<file path="config.mk">
export PLATFORM = sky130hd
export DESIGN_NAME = imem_loader_flat
export DESIGN_NICKNAME = d
export VERILOG_FILES = /design/src/rtl/boot_pkg.sv /design/src/rtl/imem_loader_if.sv /design/src/rtl/uart_rx.sv /design/src/rtl/imem_loader.sv /design/src/flat_wrapper.sv
export SDC_FILE = /design/constraint.sdc
export NUM_CORES = 1
export LEC_CHECK = 0
export ABC_CLOCK_PERIOD_IN_PS = 3900
export CAP_MARGIN = 10
export CORE_UTILIZATION = 49
export CTS_CLUSTER_SIZE = 30
export DETAILED_ROUTE_END_ITERATION = 12
export GPL_TIMING_DRIVEN = 0
export PLACE_DENSITY = 0.8
export SLEW_MARGIN = 20
export SYNTH_ARGS = -nofsm -noshare
export SYNTH_HDL_FRONTEND = slang
export SYNTH_HIERARCHICAL = 1
export SYNTH_SLANG_ARGS = --single-unit
export TNS_END_PERCENT = 20
</file>
<file path="constraint.sdc">
create_clock -name clk -period 3.9 [get_ports clk]
set_clock_uncertainty 0.2 [all_clocks]
set_input_delay 0.78 -clock clk [delete_from_list [all_inputs] [get_ports clk]]
set_output_delay 0.78 -clock clk [all_outputs]
set_load 0.05 [all_outputs]
</file>
<file path="src/rtl/boot_pkg.sv">
// Shared definitions for the boot-time UART program loader:
// FSM encodings, header size and baud-rate divider derivation.
package boot_pkg;

    localparam int HDR_BYTES = 4;

    typedef enum logic [1:0] {
        RX_IDLE,
        RX_START,
        RX_DATA,
        RX_STOP
    } rx_state_t;

    typedef enum logic [2:0] {
        LD_LEN,
        LD_DATA,
        LD_WRITE,
        LD_DONE,
        LD_ERR
    } ld_state_t;

    function automatic int clks_per_bit(input int clk_hz, input int baud);
        return clk_hz / baud;
    endfunction

endpackage

</file>
<file path="src/rtl/imem_loader_if.sv">
// BRAM port A write bus driven by the loader into instruction memory.
interface imem_loader_if;
    logic [3:0]  wea;
    logic [31:0] addra;
    logic [31:0] dia;

    modport master (output wea, addra, dia);
    modport slave  (input  wea, addra, dia);
endinterface

</file>
<file path="src/rtl/uart_rx.sv">
// 8N1 UART receiver: 2-flop synchronizer plus mid-bit sampling byte FSM.
module uart_rx
    import boot_pkg::*;
#(
    parameter int CLK_HZ = 100_000_000,
    parameter int BAUD   = 115200
) (
    input  logic       clk,
    input  logic       rst,
    input  logic       rx,
    output logic [7:0] rx_byte,
    output logic       byte_valid,
    output logic       frame_err,
    output logic       start_ok
);

    localparam int CPB   = clks_per_bit(CLK_HZ, BAUD);
    localparam int CNT_W = $clog2(CPB);
    localparam logic [CNT_W-1:0] HALF_M1 = CNT_W'(CPB / 2 - 1);
    localparam logic [CNT_W-1:0] FULL_M1 = CNT_W'(CPB - 1);

    logic             rx_meta;
    logic             sync_rx;
    rx_state_t        state, state_nxt;
    logic [CNT_W-1:0] cnt, cnt_nxt;
    logic [2:0]       bit_idx, bit_nxt;
    logic [7:0]       shreg, sh_nxt;
    logic             bv_nxt, fe_nxt, so_nxt;

    assign rx_byte = shreg;

    always_comb begin
        state_nxt = state;
        cnt_nxt   = cnt;
        bit_nxt   = bit_idx;
        sh_nxt    = shreg;
        bv_nxt    = 1'b0;
        fe_nxt    = 1'b0;
        so_nxt    = 1'b0;
        unique case (state)
            RX_IDLE: begin
                if (!sync_rx) begin
                    state_nxt = RX_START;
                    cnt_nxt   = '0;
                end
            end
            RX_START: begin
                // A line that is high again at mid start bit was only a glitch.
                if (cnt == HALF_M1) begin
                    cnt_nxt = '0;
                    if (!sync_rx) begin
                        state_nxt = RX_DATA;
                        bit_nxt   = '0;
                        so_nxt    = 1'b1;
                    end else begin
                        state_nxt = RX_IDLE;
                    end
                end else begin
                    cnt_nxt = cnt + CNT_W'(1);
                end
            end
            RX_DATA: begin
                if (cnt == FULL_M1) begin
                    cnt_nxt = '0;
                    sh_nxt  = {sync_rx, shreg[7:1]};
                    if (bit_idx == 3'd7) begin
                        state_nxt = RX_STOP;
                    end else begin
                        bit_nxt = bit_idx + 3'd1;
                    end
                end else begin
                    cnt_nxt = cnt + CNT_W'(1);
                end
            end
            RX_STOP: begin
                if (cnt == FULL_M1) begin
                    cnt_nxt   = '0;
                    state_nxt = RX_IDLE;
                    bv_nxt    = sync_rx;
                    fe_nxt    = !sync_rx;
                end else begin
                    cnt_nxt = cnt + CNT_W'(1);
                end
            end
            default: state_nxt = RX_IDLE;
        endcase
    end

    always_ff @(posedge clk) begin
        if (rst) begin
            rx_meta    <= 1'b1;
            sync_rx    <= 1'b1;
            state      <= RX_IDLE;
            cnt        <= '0;
            bit_idx    <= '0;
            shreg      <= '0;
            byte_valid <= 1'b0;
            frame_err  <= 1'b0;
            start_ok   <= 1'b0;
        end else begin
            rx_meta    <= rx;
            sync_rx    <= rx_meta;
            state      <= state_nxt;
            cnt        <= cnt_nxt;
            bit_idx    <= bit_nxt;
            shreg      <= sh_nxt;
            byte_valid <= bv_nxt;
            frame_err  <= fe_nxt;
            start_ok   <= so_nxt;
        end
    end

endmodule

</file>
<file path="src/rtl/imem_loader.sv">
// Boot loader: receives a length-prefixed image over UART, writes it into
// IMEM through BRAM port A, then releases the core's active-low reset.
module imem_loader
    import boot_pkg::*;
#(
    parameter int CLK_HZ    = 100_000_000,
    parameter int BAUD      = 115200,
    parameter int MAX_WORDS = 1024
) (
    input  logic          clk,
    input  logic          rst,
    input  logic          uart_rx,
    imem_loader_if.master bram,
    output logic          core_rst_n,
    output logic          busy,
    output logic          done,
    output logic          error
);

    localparam int IDX_W = $clog2(MAX_WORDS + 1);
    localparam logic [1:0] LAST_BYTE = 2'(HDR_BYTES - 1);

    logic [7:0]       rx_byte;
    logic             byte_valid;
    logic             frame_err;
    logic             start_ok;
    ld_state_t        state, state_nxt;
    logic [1:0]       byte_cnt;
    logic [31:0]      word_sr, word_nxt;
    logic [31:0]      len_q;
    logic [IDX_W-1:0] idx;
    logic [31:0]      idx_ext;
    logic             busy_q;
    logic             word_last;
    logic             collecting;

    uart_rx #(
        .CLK_HZ (CLK_HZ),
        .BAUD   (BAUD)
    ) u_rx (
        .clk        (clk),
        .rst        (rst),
        .rx         (uart_rx),
        .rx_byte    (rx_byte),
        .byte_valid (byte_valid),
        .frame_err  (frame_err),
        .start_ok   (start_ok)
    );

    assign word_nxt   = {rx_byte, word_sr[31:8]};
    assign word_last  = byte_valid && (byte_cnt == LAST_BYTE);
    assign idx_ext    = 32'(idx);
    assign collecting = (state == LD_LEN) || (state == LD_DATA);

    always_comb begin
        state_nxt = state;
        unique case (state)
            LD_LEN: begin
                if (frame_err) begin
                    state_nxt = LD_ERR;
                end else if (word_last) begin
                    if (word_nxt == 32'd0 || word_nxt > 32'(MAX_WORDS)) begin
                        state_nxt = LD_ERR;
                    end else begin
                        state_nxt = LD_DATA;
                    end
                end
            end
            LD_DATA: begin
                if (frame_err) begin
                    state_nxt = LD_ERR;
                end else if (word_last) begin
                    state_nxt = LD_WRITE;
                end
            end
            // Compared at 32 bits so a huge header can never alias a small idx.
            LD_WRITE: state_nxt = (idx_ext + 32'd1 == len_q) ? LD_DONE : LD_DATA;
            LD_DONE:  state_nxt = LD_DONE;
            LD_ERR:   state_nxt = LD_ERR;
            default:  state_nxt = LD_ERR;
        endcase
    end

    always_ff @(posedge clk) begin
        if (rst) begin
            state      <= LD_LEN;
            byte_cnt   <= '0;
            word_sr    <= '0;
            len_q      <= '0;
            idx        <= '0;
            busy_q     <= 1'b0;
            bram.wea   <= 4'h0;
            bram.addra <= '0;
            bram.dia   <= '0;
        end else begin
            state    <= state_nxt;
            bram.wea <= (state_nxt == LD_WRITE) ? 4'hF : 4'h0;
            if (byte_valid && collecting) begin
                word_sr  <= word_nxt;
                byte_cnt <= byte_cnt + 2'd1;
            end
            if (state == LD_LEN && state_nxt == LD_DATA) begin
                len_q <= word_nxt;
            end
            // Address and data are latched as the write starts and then held.
            if (state_nxt == LD_WRITE) begin
                bram.addra <= idx_ext << 2;
                bram.dia   <= word_nxt;
            end
            if (state == LD_WRITE) begin
                idx <= idx + IDX_W'(1);
            end
            if (start_ok && state != LD_DONE && state != LD_ERR) begin
                busy_q <= 1'b1;
            end
        end
    end

    always_comb begin
        core_rst_n = (state == LD_DONE);
        done       = (state == LD_DONE);
        error      = (state == LD_ERR);
        busy       = busy_q && (state == LD_LEN || state == LD_DATA || state == LD_WRITE);
    end

endmodule
</file>
<file path="src/flat_wrapper.sv">
// flat-port wrapper written by rule: the top's interface ports become plain ports
module imem_loader_flat import boot_pkg::*;
#(
    parameter int CLK_HZ    = 100_000_000,
    parameter int BAUD      = 115200,
    parameter int MAX_WORDS = 1024
)
  (clk, rst, uart_rx, core_rst_n, busy, done, error, bram_wea, bram_addra, bram_dia);
  imem_loader_if bram_i ();
  input  logic clk;
  input  logic rst;
  input  logic uart_rx;
  output logic core_rst_n;
  output logic busy;
  output logic done;
  output logic error;
  output wire logic [$bits(bram_i.wea)-1:0] bram_wea;
  output wire logic [$bits(bram_i.addra)-1:0] bram_addra;
  output wire logic [$bits(bram_i.dia)-1:0] bram_dia;
  assign bram_wea = bram_i.wea;
  assign bram_addra = bram_i.addra;
  assign bram_dia = bram_i.dia;
  imem_loader #(.CLK_HZ(CLK_HZ), .BAUD(BAUD), .MAX_WORDS(MAX_WORDS)) u_core (.clk(clk), .rst(rst), .uart_rx(uart_rx), .bram(bram_i), .core_rst_n(core_rst_n), .busy(busy), .done(done), .error(error));
endmodule
</file>
-- Yosys cells after proc, flatten, opt, wreduce, memory -nomap -nowiden
Cells that the tools add are included.
- magnitude comparators: 1
- reductions and logical operators: 20
- $add $sub $neg: 5
- bitwise operators: 4
- mux-type cells: 25
- equal/unequal tests: 23
- operators with widths (kind ; number):
    $eq A32 B32 Y1 ; 1
    $gt A32 B11 Y1 const B ; 1
    $logic_not A32 Y1 ; 1
    $mux W10 ; 3
    $pmux W10 S3 ; 1
    $mux W3 ; 9
    $mux W2 ; 7
    $ne A2 B2 Y1 const B ; 7
    $add A11 B1 Y12 const B ; 1
    $pmux W3 S4 ; 1
    $add A11 B1 Y11 const B ; 1
    $add A10 B1 Y10 const B ; 1
    $eq A10 B10 Y1 const B ; 1
    $eq A10 B9 Y1 const B ; 1
    $reduce_and A5 Y1 ; 2
    $eq A3 B2 Y1 const B ; 3
    $pmux W2 S4 ; 1
    $eq A2 B2 Y1 const B ; 3
    $eq A3 B1 Y1 const B ; 2
    $eq A3 B3 Y1 const B ; 2
    $logic_and A1 B1 Y1 ; 6
    $pmux W3 S2 ; 1
    $reduce_or A3 Y1 ; 2
    $mux W4 ; 1
    14 further kinds ; 19
- bits in registers: 156
- logic and storage cells: 96
- bits of input ports: 3
- output and inout port bits: 72

-- Depth between registers and ports, before layout
Gate-level depths: netlist of run 1.
- word-level depth: 8
- depth in mapped cells: 7
- mapped depth without buffers: 6

-- Hierarchy
Netlist of run 1, hierarchy kept.
- modules (own cells, without submodules) (module ; cells each ; instances ; area an instance (sq um) ; sequential area each (sq um)):
    imem_loader ; 596 ; 1 ; 4859.7 ; 2342.2
    uart_rx ; 156 ; 1 ; 1363.8 ; 560.5

-- Least setup slack after synthesis of run 1
No wires, ideal clock.
- path type: register to output
- from: register u_core.state[0]
- to: output error
- arrival time: 1.669 ns
- stages on the path, launching flop included: 3
- data required time: 2.920 ns
- path buffers: 1
- path slack: 1.251 ns
- cells stage by stage: dfxtp_1 -> clkbuf_1 -> nor3b_1
- word-level cells in the longest chain between the ends: 1
- RTL lines (what ; RTL line ; text):
    from (decl) ; imem_loader.sv:27 ; ld_state_t state, state_nxt;
    from (signal assigned) ; imem_loader.sv:96 ; state <= state_nxt;
    $eq A3 B3 Y1 ; imem_loader.sv:122 ; error = (state == LD_ERR);
    to (decl) ; flat_wrapper.sv:16 ; output logic error;
Every way passes these cells.

-- Final worst setup path of run 1
- from: register u_core.state[0]
- to: output done
- word-level cells in the longest chain between the ends: 1
- RTL lines (what ; RTL line ; text):
    $eq A3 B2 Y1 ; imem_loader.sv:121 ; done = (state == LD_DONE);
    to (decl) ; flat_wrapper.sv:15 ; output logic done;
Every way passes these cells.

==> implementation parameters, run 1 <==
Parameter                              Value

Pwr
  Leakage dissipation    2.70 nW
  Total power    3.21 mW
  Pwr/cell area    421 nW/um2
  Peak ir drop on the vdd network    0.276 mV

Logic synthesis
  Adder and majority cell fraction of the synthesized area    0.0121
  XOR/XNOR Fraction of Synth Area    0.0324
  Main area contributors after synthesis    sky130_fd_sc_hd__dfxtp_1, sky130_fd_sc_hd__nand2_1, sky130_fd_sc_hd__a21oi_1
  Main combinational cell family by area after synthesis    simple AND/OR/NAND/NOR gates
  Count of different cell masters after synthesis    60
  Cell accounting for the most synthesized area    sky130_fd_sc_hd__dfxtp_1
  Async set or reset register ratio after synthesis    0
  Sequential cell area fraction in the yosys report    0.466
  Number of enable flip-flop cells after synthesis    0
  Flip-flop and latch count after synthesis    145
  Total of warnings raised by yosys    6
  Multiplexer share of the synthesized area    0.0195
  Top flip-flop cell by instance count after synthesis    sky130_fd_sc_hd__dfxtp_1
  Compound-cell area share of the yosys netlist    0.145
  Per-instance average area after synthesis    8.28 um2
  Simple-gate area share of the yosys netlist    0.253
  Number of standard cells after synthesis    752
  Share of Yosys cell area claimed by the top area cell type    0.466
  Post-synthesis cell area    6220 um2

Finish
  Most used cells in the layout excluding fill and tap cells    sky130_fd_sc_hd__nand2_1, sky130_fd_sc_hd__dfxtp_1, sky130_fd_sc_hd__a21oi_1
  Post-layout nets    853
  Number of non-filler instances in the completed layout    1,024
  Area of the multi-input gates    2950 um2
  Layout cell share with drive strength beyond 1    0.0818
  Number of fill cells in the layout    1,102
  Area delta synth->final    22.5%
  Most frequent standard cell in the layout excluding fill and tap cells    sky130_fd_sc_hd__nand2_1
  Reg area    2900 um2
  Number of inserted diodes    0

Die
  Horiz. Die Dim    115 um
  Initial Util    0.510
  Number of top-level design ports    75
  Y dimension of the die    115 um
  Die area    13,200 um2
  Site row count    40
  Core box area    12,200 um2

Critical path
  Category of the critical setup timing path    reg -> out
  Sequence of cells on the critical path    clkbuf_1, nand2_1, nor2_1, buf_4, clkdlybuf4s50_1
  Nature of the critical path startpoint    flop
  Critical path capture point type    primary output
  Critical path required time    2920 ps
  Critical path's largest stage delay    790 ps
  Crit-path slowest cell    sky130_fd_sc_hd__clkdlybuf4s50_1
  Maximum fanout along the worst path    7
  Data arrival, critical path    2290 ps

CTS
  Cell chosen for the clock root    sky130_fd_sc_hd__clkbuf_16
  Clock latency reported for the late side of the worst-skew pair    430 ps
  Count of H-tree levels built during CTS    4
  Clock tree buffer depth    2
  Resize count post-CTS    0
  Clock Sink Count    145
  Clock input transition at the sequential cells of the worst setup and hold paths    60 ps
  Count of hold buffers inserted by post-cts repair    0
  Number of buffers added by the clock tree synthesis step    17
  Post CTS Setup Buffer Count    0
  CTS tree    yes

Placed design
  Port-buffer cells    53
  Routability congestion estimate    0.865
  Post-placement worst setup slack    720 ps
  Sum of net half-perimeters after detailed placement    9.55 mm
  Dpl cells    993

Global route
  Global Route Usage Sum    0.221
  Largest net degree at the start of global routing    17
  Global-route wire length before repair    22.8 mm
  Initial antenna violation count    0
  Remaining Overflow, GRT    0
  Number of global-route vias before repair    4,826

Outcome
  Result of the run    completed

Detailed routing
  Via density per instance    5.32
  Number of design-rule violations left by the first detailed-router iteration    331
  # DRC    0
  Number of routed nets with antenna violations    0
  DRT Pass-1 Iters    7
  Overall via count from detail_route    5,451
  Aggregate routed wire length    13.8 mm
  Wire length per cell after detailed routing    13.5 um

STA
  Minimum period implied by the final worst setup slack    3270 ps
  Setup repair after global routing missed its margin    no
  Least-Margin Pin Slew    791 ps
  Slew HR    0.470
  TNS Setup    0 ps
  Number of setup violations in the final report    0
  Setup slack after layout    627 ps
  Tcrit/Tclk final    0.839
  Maximum clock frequency    306 MHz
  Hold Vio Cnt, Final    0
  Final max-slew violation count    0

Job
  Number of violations of the max-capacitance limit    0

Hold path
  Hold Crit Class    reg -> reg
[Yosys cell counts, types with 2 or more instances]
master                     number
sky130_fd_sc_hd__a211oi_1       3
sky130_fd_sc_hd__a21oi_1       90
sky130_fd_sc_hd__a22oi_1        3
sky130_fd_sc_hd__a311oi_1       3
sky130_fd_sc_hd__a31oi_1        2
sky130_fd_sc_hd__and2_1        23
sky130_fd_sc_hd__and3_1         4
sky130_fd_sc_hd__and4_1         3
sky130_fd_sc_hd__buf_1          3
sky130_fd_sc_hd__buf_4         25
sky130_fd_sc_hd__buf_6          4
sky130_fd_sc_hd__clkbuf_1      44
sky130_fd_sc_hd__dfxtp_1      145
sky130_fd_sc_hd__ha_1           6
sky130_fd_sc_hd__inv_1          8
sky130_fd_sc_hd__mux2i_1       11
sky130_fd_sc_hd__nand2_1      157
sky130_fd_sc_hd__nand2b_1       7
sky130_fd_sc_hd__nand3_1       28
sky130_fd_sc_hd__nand4_1        8
sky130_fd_sc_hd__nor2_1        46
sky130_fd_sc_hd__nor2b_1        6
sky130_fd_sc_hd__nor3_1        11
sky130_fd_sc_hd__nor3b_1        2
sky130_fd_sc_hd__nor4_1        14
sky130_fd_sc_hd__o211ai_1       5
sky130_fd_sc_hd__o21a_1         2
sky130_fd_sc_hd__o21ai_0        6
sky130_fd_sc_hd__o221ai_1       2
sky130_fd_sc_hd__o22ai_1        2
sky130_fd_sc_hd__o31a_1         4
sky130_fd_sc_hd__o31ai_1       16
sky130_fd_sc_hd__or2_2          4
sky130_fd_sc_hd__or3_1          2
sky130_fd_sc_hd__or4_1          7
sky130_fd_sc_hd__xnor2_1        8
sky130_fd_sc_hd__xor2_1        15
[power by group]
| part | internal (mW) | switching (mW) |
|---|---|---|
| sequential | 1.49 | 0.00651 |
| combinational | 0.0326 | 0.0883 |
| clock | 0.975 | 0.619 |
[cell type report]
cell class,count,share of cell area
buffer,77,0.0543
inverter,8,0.00394
timing repair buffer,53,0.0696
clock buffer,20,0.0599
sequential,145,0.381
multi-input combinational,542,0.387
tap,168,0.0276
clock inverter,11,0.0171
[flip-flops by register name (all words and copies together) (netlist names), 2 cells and up, named ones only]
signal	cells
u_core/u_rx/bit_idx	3
u_core/bram.addra	11
u_core/u_rx/cnt	10
u_core/word_sr	24
u_core/len_q	32
u_core/u_rx/rx_byte	8
u_core/bram.dia	32
u_core/idx	11
u_core/byte_cnt	2
u_core/state	3
[worst max-delay path: cells and delay by family, from the launching register on]
kind / cells / cell delay (ps)
buf+inv: 3 / 1200
simple gates: 2 / 360
flops: 1 / 300
[layer usage]
layer  vias up  part of all wire  GRT usage
met3        35             0.063     0.0566
met5         -                 0          0
met1      2507              0.45      0.284
li1       2727                 -          -
met4         0             0.028      0.105
met2       182              0.46      0.348
[cells by family after synthesis]
logic type,after synthesis
adder cells (fa/ha/maj),6
XOR/XNOR,23
AND/OR/NAND/NOR,331
flip-flops,145
buffers and inverters,85
other,1
AO/OA/AOI/OAI,149
multiplexers,12
[metrics by stage]
stage | hold WS (ps) | instance area [um2] | util
floorplan | 189 | 6300 | -
global placement | 194 | 7040 | 0.576
detailed placement | 195 | 7040 | 0.576
CTS | 209 | 7630 | 0.624
global route | 217 | 7630 | 0.624
finish | 210 | 7630 | 0.624
[path summary, 6_finish.rpt]
kind	end	slack, ps	from	cells past startpoint
worst max-delay path	done	630	u_core/state[0]	5
worst min-delay path	u_core/u_rx/sync_rx	210	u_core/u_rx/rx_meta	1
worst max register to register	u_core/bram.dia[23]	1270	u_core/state[1]	6
worst min register to register	u_core/u_rx/sync_rx	210	u_core/u_rx/rx_meta	1
(Power assumes the default switching activity.)
==> inputs of run 2 (changes only) <==
ABC_CLOCK_PERIOD_IN_PS = 2700   (was 3900)
PLACE_DENSITY = 0.82   (was 0.8)
clock period = 2.7 ns   (was 3.9 ns; I/O delays follow)
==> implementation parameters, run 2 (same netlist as run 1, synthesis figures left out) <==
Parameter                              Value

Placed design
  Port-buffer cells    53 (unchanged)
  Sum of net half-perimeters after detailed placement    9.67 mm (+1.3%)
  Dpl cells    993 (unchanged)
  Routability congestion estimate    0.880 (+1.7%)

Critical path
  Critical path capture point type    primary output
  Critical path's largest stage delay    580 ps (-210 ps)
  Capturing point of the worst reg2reg path    u_core/bram.dia[3]
  Crit-path slowest cell    sky130_fd_sc_hd__dlygate4sd2_1
  Data arrival, critical path    1760 ps (-530 ps)
  Maximum fanout along the worst path    7 (unchanged)
  Category of the critical setup timing path    reg -> out
  Sequence of cells on the critical path    clkbuf_1, nor3b_1, dlygate4sd2_1
  Reg2reg setup slack    330 ps (-940 ps)
  Worst reg2reg path depth    6 (unchanged)
  Critical path required time    1960 ps (-960 ps)
  Nature of the critical path startpoint    flop
  Reg-to-Reg Start    u_core/state[1]

CTS
  Post CTS Setup Buffer Count    0 (unchanged)
  Count of hold buffers inserted by post-cts repair    0 (unchanged)
  Count of H-tree levels built during CTS    4 (unchanged)
  Number of buffers added by the clock tree synthesis step    17 (unchanged)
  Clock input transition at the sequential cells of the worst setup and hold paths    60 ps (about the same)
  Clock Sink Count    145 (unchanged)
  Clock tree buffer depth    2 (unchanged)
  CTS tree    yes
  Cell chosen for the clock root    sky130_fd_sc_hd__clkbuf_16
  Clock latency reported for the late side of the worst-skew pair    420 ps (about the same)

Finish
  Number of non-filler instances in the completed layout    1,025 (+0.098%)
  Most frequent standard cell in the layout excluding fill and tap cells    sky130_fd_sc_hd__nand2_1
  Reg area    2900 um2 (unchanged)
  Number of fill cells in the layout    1,071 (-2.8%)
  Most used cells in the layout excluding fill and tap cells    sky130_fd_sc_hd__nand2_1, sky130_fd_sc_hd__dfxtp_1, sky130_fd_sc_hd__a21oi_1
  Area of the multi-input gates    2950 um2 (about the same)
  Area delta synth->final    22.6% (about the same)
  Layout cell share with drive strength beyond 1    0.0875 (+0.00574)
  Biggest registers after layout    u_core/bram.dia: 32 flops, u_core/len_q: 32 flops, u_core/word_sr: 24 flops
  Number of inserted diodes    0 (unchanged)
  Post-layout nets    853 (unchanged)

Global route
  Number of global-route vias before repair    4,948 (+2.5%)
  Remaining Overflow, GRT    0 (unchanged)
  Met2 usage in global routing    0.371 (+0.0226)
  Global-route met1 utilization    0.285 (+0.00147)
  Global-route wire length before repair    23.1 mm (+1.3%)
  Global routing met3 resource utilization    0.0503 (-0.00635)
  Global Route Usage Sum    0.222 (+0.00138)
  Initial antenna violation count    0 (unchanged)
  Largest net degree at the start of global routing    17 (unchanged)
  Most utilized layer in the global route result    met2

STA
  Hold Vio Cnt, Final    0 (unchanged)
  Minimum period implied by the final worst setup slack    2500 ps
  Worst hold margin    211 ps (+0.497 ps)
  Tcrit/Tclk final    0.925
  Slew HR    0.459 (-0.0113)
  Least-Margin Pin Slew    808 ps (+16.3 ps)
  Final max-slew violation count    0 (unchanged)
  Maximum clock frequency    400 MHz
  Setup repair after global routing missed its margin    no
  Number of setup violations in the final report    0 (unchanged)

Hold path
  Number of cells on the worst hold path    1 (unchanged)
  Hold Crit Class    reg -> reg
  Worst Min Path Start    u_core/u_rx/rx_meta
  Worst Hold Endpoint    u_core/u_rx/sync_rx

Die
  Initial Util    0.510 (unchanged)
  Die area    13,200 um2 (unchanged)
  Horiz. Die Dim    115 um (unchanged)
  Core box area    12,200 um2 (unchanged)
  Y dimension of the die    115 um (unchanged)
  Number of top-level design ports    75 (unchanged)
  Site row count    40 (unchanged)

Detailed routing
  Via density per instance    5.32 (about the same)
  DRT Pass-1 Iters    5 (-2)
  Number of design-rule violations left by the first detailed-router iteration    372 (+12%)
  # DRC    0 (unchanged)
  Number of routed nets with antenna violations    0 (unchanged)
  Overall via count from detail_route    5,451 (unchanged)
  Wire length per cell after detailed routing    13.8 um (+2.1%)
  Aggregate routed wire length    14.1 mm (+2.2%)

Pwr
  Pwr/cell area    611 nW/um2 (+45%)
  Peak ir drop on the vdd network    0.422 mV (+53%)
  Leakage dissipation    2.73 nW (+0.96%)

Job
  Number of violations of the max-capacitance limit    0 (unchanged)

Outcome
  Result of the run    completed
## run 2: changes by cell type in the layout (fill, tap and decap cells not counted), sizes merged
cell,previous run,this run
inv,11,10
clkdlybuf4s50,53,49
clkinvlp,4,3
dlygate4sd2,0,2
clkinv,2,4
clkbuf,64,67
## run 2: what timing repair did
| item | in CTS | in global routing |
|---|---|---|
| pin swaps | 0 | 0 |
| gates resized for setup | 5 | 4 |
| endpoints found under the setup margin | 4 | 7 |
## run 2: power by group
part	total [mW]	internal, mW	leakage [nW]	switching [mW]
registers	2.16	2.15	1.17	0.00974
clock network	2.33	1.44	0.286	0.893
logic	0.176	0.0471	1.27	0.129
total	4.67	3.63	2.73	1.03
## run 2: area by class of cell
cell class | count | share of cell area
multi-input cells | 542 | 0.387
inverters | 8 | 0.00394
flip-flops and latches | 145 | 0.380
clock buffers | 21 | 0.0616
well taps | 168 | 0.0275
clock inverters | 11 | 0.0167
plain buffers | 77 | 0.0544
repair buffers | 53 | 0.0682
## run 2: critical path, delay by kind of cell (launching register included)
kind                   cells  cell delay, ps
buffers and inverters      2             750
and+or+nand+nor            1             290
DFF                        1             300
## run 2: through the flow
step                      TNS [ps]  total power, mW  worst slack [ps]  area [um2]  utilization
after floorplan                  0             2.35               291        6300            -
after global placement      -11350             2.38              -268        7040        0.576
after detailed placement    -11570             2.38              -284        7040        0.576
after CTS                        0             4.70              11.1        7630        0.625
after global routing             0             4.82               103        7630        0.625
final                            0             4.67               202        7630        0.625
## run 2: routing by layer
| metal | up-vias | routed length, um |
|---|---|---|
| met5 | - | 0 |
| met4 | 0 | 167 |
| met3 | 15 | 781 |
| met2 | 180 | 6850 |
| met1 | 2541 | 6340 |
| li1 | 2715 | - |
## run 2: worst max path at each step
stage | start | endpoint | cells after the start
5_1_grt | u_core/state[2] | u_core/bram.dia[6] | 7
2_1_floorplan | u_core/state[0] | error | 2
3_5_place_dp | rst | u_core/idx[7] | 5
3_3_place_gp | rst | u_core/bram.wea[2] | 5
4_1_cts | u_core/state[0] | core_rst_n | 4
6_report | u_core/state[0] | error | 3
==> inputs of run 3 (changes only) <==
DONT_BUFFER_PORTS = 1   (was unset)
PLACE_DENSITY = 0.74   (was 0.82)
==> implementation parameters, run 3 (same netlist as run 1, synthesis figures left out) <==
Parameter                              Value

STA
  Least-Margin Pin Slew    839 ps (+31.4 ps)
  Final max-slew violation count    0 (unchanged)
  Hold Vio Cnt, Final    0 (unchanged)
  TNS Setup    0 ps (unchanged)
  Minimum period implied by the final worst setup slack    2550 ps (+54.3 ps)
  Slew HR    0.438 (-0.0210)
  Maximum clock frequency    392 MHz (-2.1%)
  Tcrit/Tclk final    0.945 (+0.0201)
  Number of setup violations in the final report    0 (unchanged)
  Setup repair after global routing missed its margin    no

Critical path
  Sequence of cells on the critical path    clkbuf_1, nand2_1, nor2_4, buf_4
  Critical path's largest stage delay    370 ps (-210 ps)
  Critical path required time    1960 ps (about the same)
  Nature of the critical path startpoint    flop
  Category of the critical setup timing path    reg -> out
  Maximum fanout along the worst path    7 (unchanged)
  Crit-path slowest cell    sky130_fd_sc_hd__nor2_4
  Data arrival, critical path    1810 ps (+50 ps)
  Critical path capture point type    primary output
  Reg2reg setup slack    230 ps (-100 ps)

Die
  Core box area    12,200 um2 (unchanged)
  Number of top-level design ports    75 (unchanged)
  Die area    13,200 um2 (unchanged)
  Y dimension of the die    115 um (unchanged)
  Horiz. Die Dim    115 um (unchanged)
  Site row count    40 (unchanged)
  Initial Util    0.510 (unchanged)

Job
  Number of violations of the max-capacitance limit    0 (unchanged)

Detailed routing
  Aggregate routed wire length    14.4 mm (+1.6%)
  Overall via count from detail_route    5,276 (-3.2%)
  # DRC    0 (unchanged)
  DRT Pass-1 Iters    5 (unchanged)
  Via density per instance    5.42 (+2.0%)
  Number of routed nets with antenna violations    0 (unchanged)
  Number of design-rule violations left by the first detailed-router iteration    366 (-1.6%)
  Wire length per cell after detailed routing    14.8 um (+7.0%)

Finish
  Most frequent standard cell in the layout excluding fill and tap cells    sky130_fd_sc_hd__nand2_1
  Layout cell share with drive strength beyond 1    0.0919 (+0.00441)
  Post-layout nets    802 (-6.0%)
  Biggest registers after layout    u_core/bram.dia: 32 flops, u_core/len_q: 32 flops, u_core/word_sr: 24 flops
  Area delta synth->final    14.6%
  Final instance area    7130 um2 (-6.5%)
  Core utilization of the finished layout    0.584 (-0.0409)
  Number of inserted diodes    0 (unchanged)
  Number of fill cells in the layout    1,134 (+5.9%)
  Most used cells in the layout excluding fill and tap cells    sky130_fd_sc_hd__nand2_1, sky130_fd_sc_hd__dfxtp_1, sky130_fd_sc_hd__a21oi_1

Global route
  Largest net degree at the start of global routing    17 (unchanged)
  Number of global-route vias before repair    5,010 (+1.3%)
  Global Route Usage Sum    0.230 (+0.00787)
  Initial antenna violation count    0 (unchanged)
  Global-route wire length before repair    23.6 mm (+2.1%)
  Remaining Overflow, GRT    0 (unchanged)

Placed design
  Port-buffer cells    0 (-100%)
  Sum of net half-perimeters after detailed placement    10.3 mm (+6.3%)
  Routability congestion estimate    0.860 (-2.3%)
  Post-placement cell area    6530 um2 (-7.3%)

Pwr
  Pwr/cell area    651 nW/um2 (+6.4%)
  Cell Int Power    3.64 mW (+0.22%)
  Switching power as a share of total power    0.215 (-0.00621)
  Leakage dissipation    2.54 nW (-6.8%)
  Flop pwr share    0.465 (+0.003)
  Share of total power in the clock network    0.497 (-0.003)
  Combinational Power Share    0.037 (about the same)
  Peak ir drop on the vdd network    0.639 mV (+51%)
  Switching power    0.998 mW (-3.4%)

CTS
  Clock Sink Count    145 (unchanged)
  Cell chosen for the clock root    sky130_fd_sc_hd__clkbuf_16
  Post CTS Setup Buffer Count    0 (unchanged)
  CTS tree    yes
  Count of H-tree levels built during CTS    4 (unchanged)
  Clock input transition at the sequential cells of the worst setup and hold paths    60 ps (about the same)
  Clock latency reported for the late side of the worst-skew pair    420 ps (about the same)
  Clock tree buffer depth    2 (unchanged)
  Number of buffers added by the clock tree synthesis step    17 (unchanged)

Outcome
  Result of the run    completed

Hold path
  Hold Crit Class    in -> reg
## run 3: per-layer routing
| layer | global-route usage | vias to the layer above | part of all wire | wire [um] |
|---|---|---|---|---|
| met4 | 0.0788 | 0 | 0.0097 | 139 |
| met5 | 0 | - | 0 | 0 |
| met3 | 0.0720 | 17 | 0.066 | 943 |
| li1 | - | 2623 | - | - |
| met1 | 0.273 | 2475 | 0.43 | 6190 |
| met2 | 0.394 | 161 | 0.49 | 7090 |
## run 3: timing repair
| item | in CTS | in global routing |
|---|---|---|
| resized for setup | 2 | 1 |
| hold buffers | 0 | 1 |
| endpoints found under the hold margin | 0 | 1 |
| pin swaps | 0 | 0 |
| setup endpoints to repair | 2 | 2 |
## run 3: stage by stage
step	setup WS, ps	power [mW]	std cells	hold WS (ps)
6_report	147	4.64	973	151
2_1_floorplan	291	2.35	772	189
5_1_grt	32.2	4.81	973	143
3_3_place_gp	96.4	2.37	940	193
4_1_cts	128	4.68	973	1.01
3_5_place_dp	78.0	2.38	942	195
## run 3: final cells by class
cell class	instances	area [um2]	area share
multi-input combinational	542	2970	0.416
sequential	145	2900	0.407
clock buffer	22	484	0.0679
buffer	76	410	0.0575
tap	168	210	0.0295
clock inverter	9	106	0.0149
inverter	8	30.0	0.00421
timing repair buffer	3	21.3	0.00298
## run 3: critical path: cells and delay by family, from the launching register on
| family | cells | cell delay (ps) |
|---|---|---|
| buffers and inverters | 2 | 540 |
| flip-flops | 1 | 310 |
| AND/OR/NAND/NOR | 2 | 540 |
## run 3: final timing paths
path | from | end | depth (start not counted)
worst max-delay path | u_core/state[0] | done | 4
worst min-delay path | rst | u_core/u_rx/bit_idx[0] | 2
worst max register to register | u_core/state[1] | u_core/state[1] | 5
worst min register to register | u_core/u_rx/rx_meta | u_core/u_rx/sync_rx | 1
## run 3: power groups by stage
stage               registers [mW]  logic [mW]  clock network [mW]
finish                        2.16       0.174                2.31
global route                  2.16       0.186                2.46
CTS                           2.16       0.171                2.35
global placement              2.20       0.167                   0
floorplan                     2.20       0.149                   0
detailed placement            2.21       0.171                   0
==> edit, RTL diff (settings of run 2) <==
`BAUD` is set to 115200 in 3 places; all go to 57600.
--- a/src/rtl/uart_rx.sv
+++ b/src/rtl/uart_rx.sv
@@ -3,7 +3,7 @@
     import boot_pkg::*;
 #(
     parameter int CLK_HZ = 100_000_000,
-    parameter int BAUD   = 115200
+    parameter int BAUD   = 57600
 ) (
     input  logic       clk,
     input  logic       rst,
--- a/src/rtl/imem_loader.sv
+++ b/src/rtl/imem_loader.sv
@@ -4,7 +4,7 @@
     import boot_pkg::*;
 #(
     parameter int CLK_HZ    = 100_000_000,
-    parameter int BAUD      = 115200,
+    parameter int BAUD      = 57600,
     parameter int MAX_WORDS = 1024
 ) (
     input  logic          clk,
--- a/src/flat_wrapper.sv
+++ b/src/flat_wrapper.sv
@@ -2,7 +2,7 @@
 module imem_loader_flat import boot_pkg::*;
 #(
     parameter int CLK_HZ    = 100_000_000,
-    parameter int BAUD      = 115200,
+    parameter int BAUD      = 57600,
     parameter int MAX_WORDS = 1024
 )
   (clk, rst, uart_rx, core_rst_n, busy, done, error, bram_wea, bram_addra, bram_dia);
Function: same outputs for any inputs over 10 cycles, from zero or initial values and one cycle with rst high; that may be too few to reach the edited logic, so the function may still have changed.
==> edit against run 2 <==
- fmax shrank 2.2%
- total power grew 4.5%
- routed wire length grew 2.4%
- sequential cell count grew 1
- worst setup slack lost 55 ps
- via count grew 1.6%
- final area grew 3.1%
- synthesized area grew 2.9%
- critical path type unchanged
==> edit: results (changes against run 2) <==
status = completed (unchanged)
vias in the first global route = 5203 (was 4948)
Synth area leaders = dfxtp_1 46%, nand2_1 9.6%, a21oi_1 7.4% (was dfxtp_1 47%, nand2_1 9.5%, a21oi_1 7.2%)
met1 usage = 29.7% (was 28.5%)
fin nets = 867 (was 853)
post-synthesis sequential area ratio = 45.6% (was 46.6%)
Setup WS pre-CTS = -363 ps (was -284 ps)
CP endpoint = core_rst_n (was error)
mean post-synth cell area = 8.35 µm² (was 8.28 µm²)
final hold slack = 214 ps (was 211 ps)
GRT Util Overall = 23.0% (was 22.2%)
layout cells sized above 1 = 9.87% (was 8.75%)
critical path's slowest cell = clkdlybuf4s15_2 (was dlygate4sd2_1)
routability congestion estimate = 0.873 (was 0.880)
1st-iter DRT viols = 490 (was 372)
r2r endpoint = u_core/bram.dia[29]$_SDFFE_PP0N_ (was u_core/bram.dia[3]$_SDFFE_PP0N_)
DP HPWL = 9.89 mm (was 9.67 mm)
dpl cell area = 7230 µm² (was 7040 µm²)
reg-to-reg slack, setup = 230 ps (was 330 ps)
Arr. time, crit path = 1810 ps (was 1760 ps)
Switching Share = 20.4% (was 22.1%)
# resized after CTS = 8 (was 5)
Worst slew margin = 49.6% (was 45.9%)
drt wl/cell = 13.9 µm (was 13.8 µm)
synth cell count leaders = 163 x nand2_1, 146 x dfxtp_1, 95 x a21oi_1 (was 157 x nand2_1, 145 x dfxtp_1, 90 x a21oi_1)
[edit: cell count changes after synthesis, sizes merged, moves of 3 or more]
cell,before,now
o22ai,2,9
nand2,157,163
buf,33,38
a21oi,92,96
nor4,15,19
o211ai,5,1
o21ai,7,3
a22oi,3,0
nor2,46,43
[edit: final cells by class]
cell class                      instances  area (µm²)
Timing Repair Buffer                   53         527
Tap cell                              172         215
Clock inverter                          9         178
Sequential cell                       146        2920
Multi-Input combinational cell        554        3040
Fill cell                            1102        4800
Clock buffer                           22         464
Inverter                                6        22.5
Buffer                                 81         495
[edit: power by group through the flow]
stage | clock network [µW] | logic [µW] | registers, µW
floorplan | 0 | 140 | 2210
global placement | 0 | 163 | 2210
detailed placement | 0 | 164 | 2210
CTS | 2580 | 165 | 2160
global route | 2700 | 177 | 2160
finish | 2550 | 165 | 2160
[edit: per-layer routing]
layer	wire length, µm	vias up
met5	0	-
met2	6760	160
met3	828	31
met1	6610	2566
met4	280	0
li1	-	2781
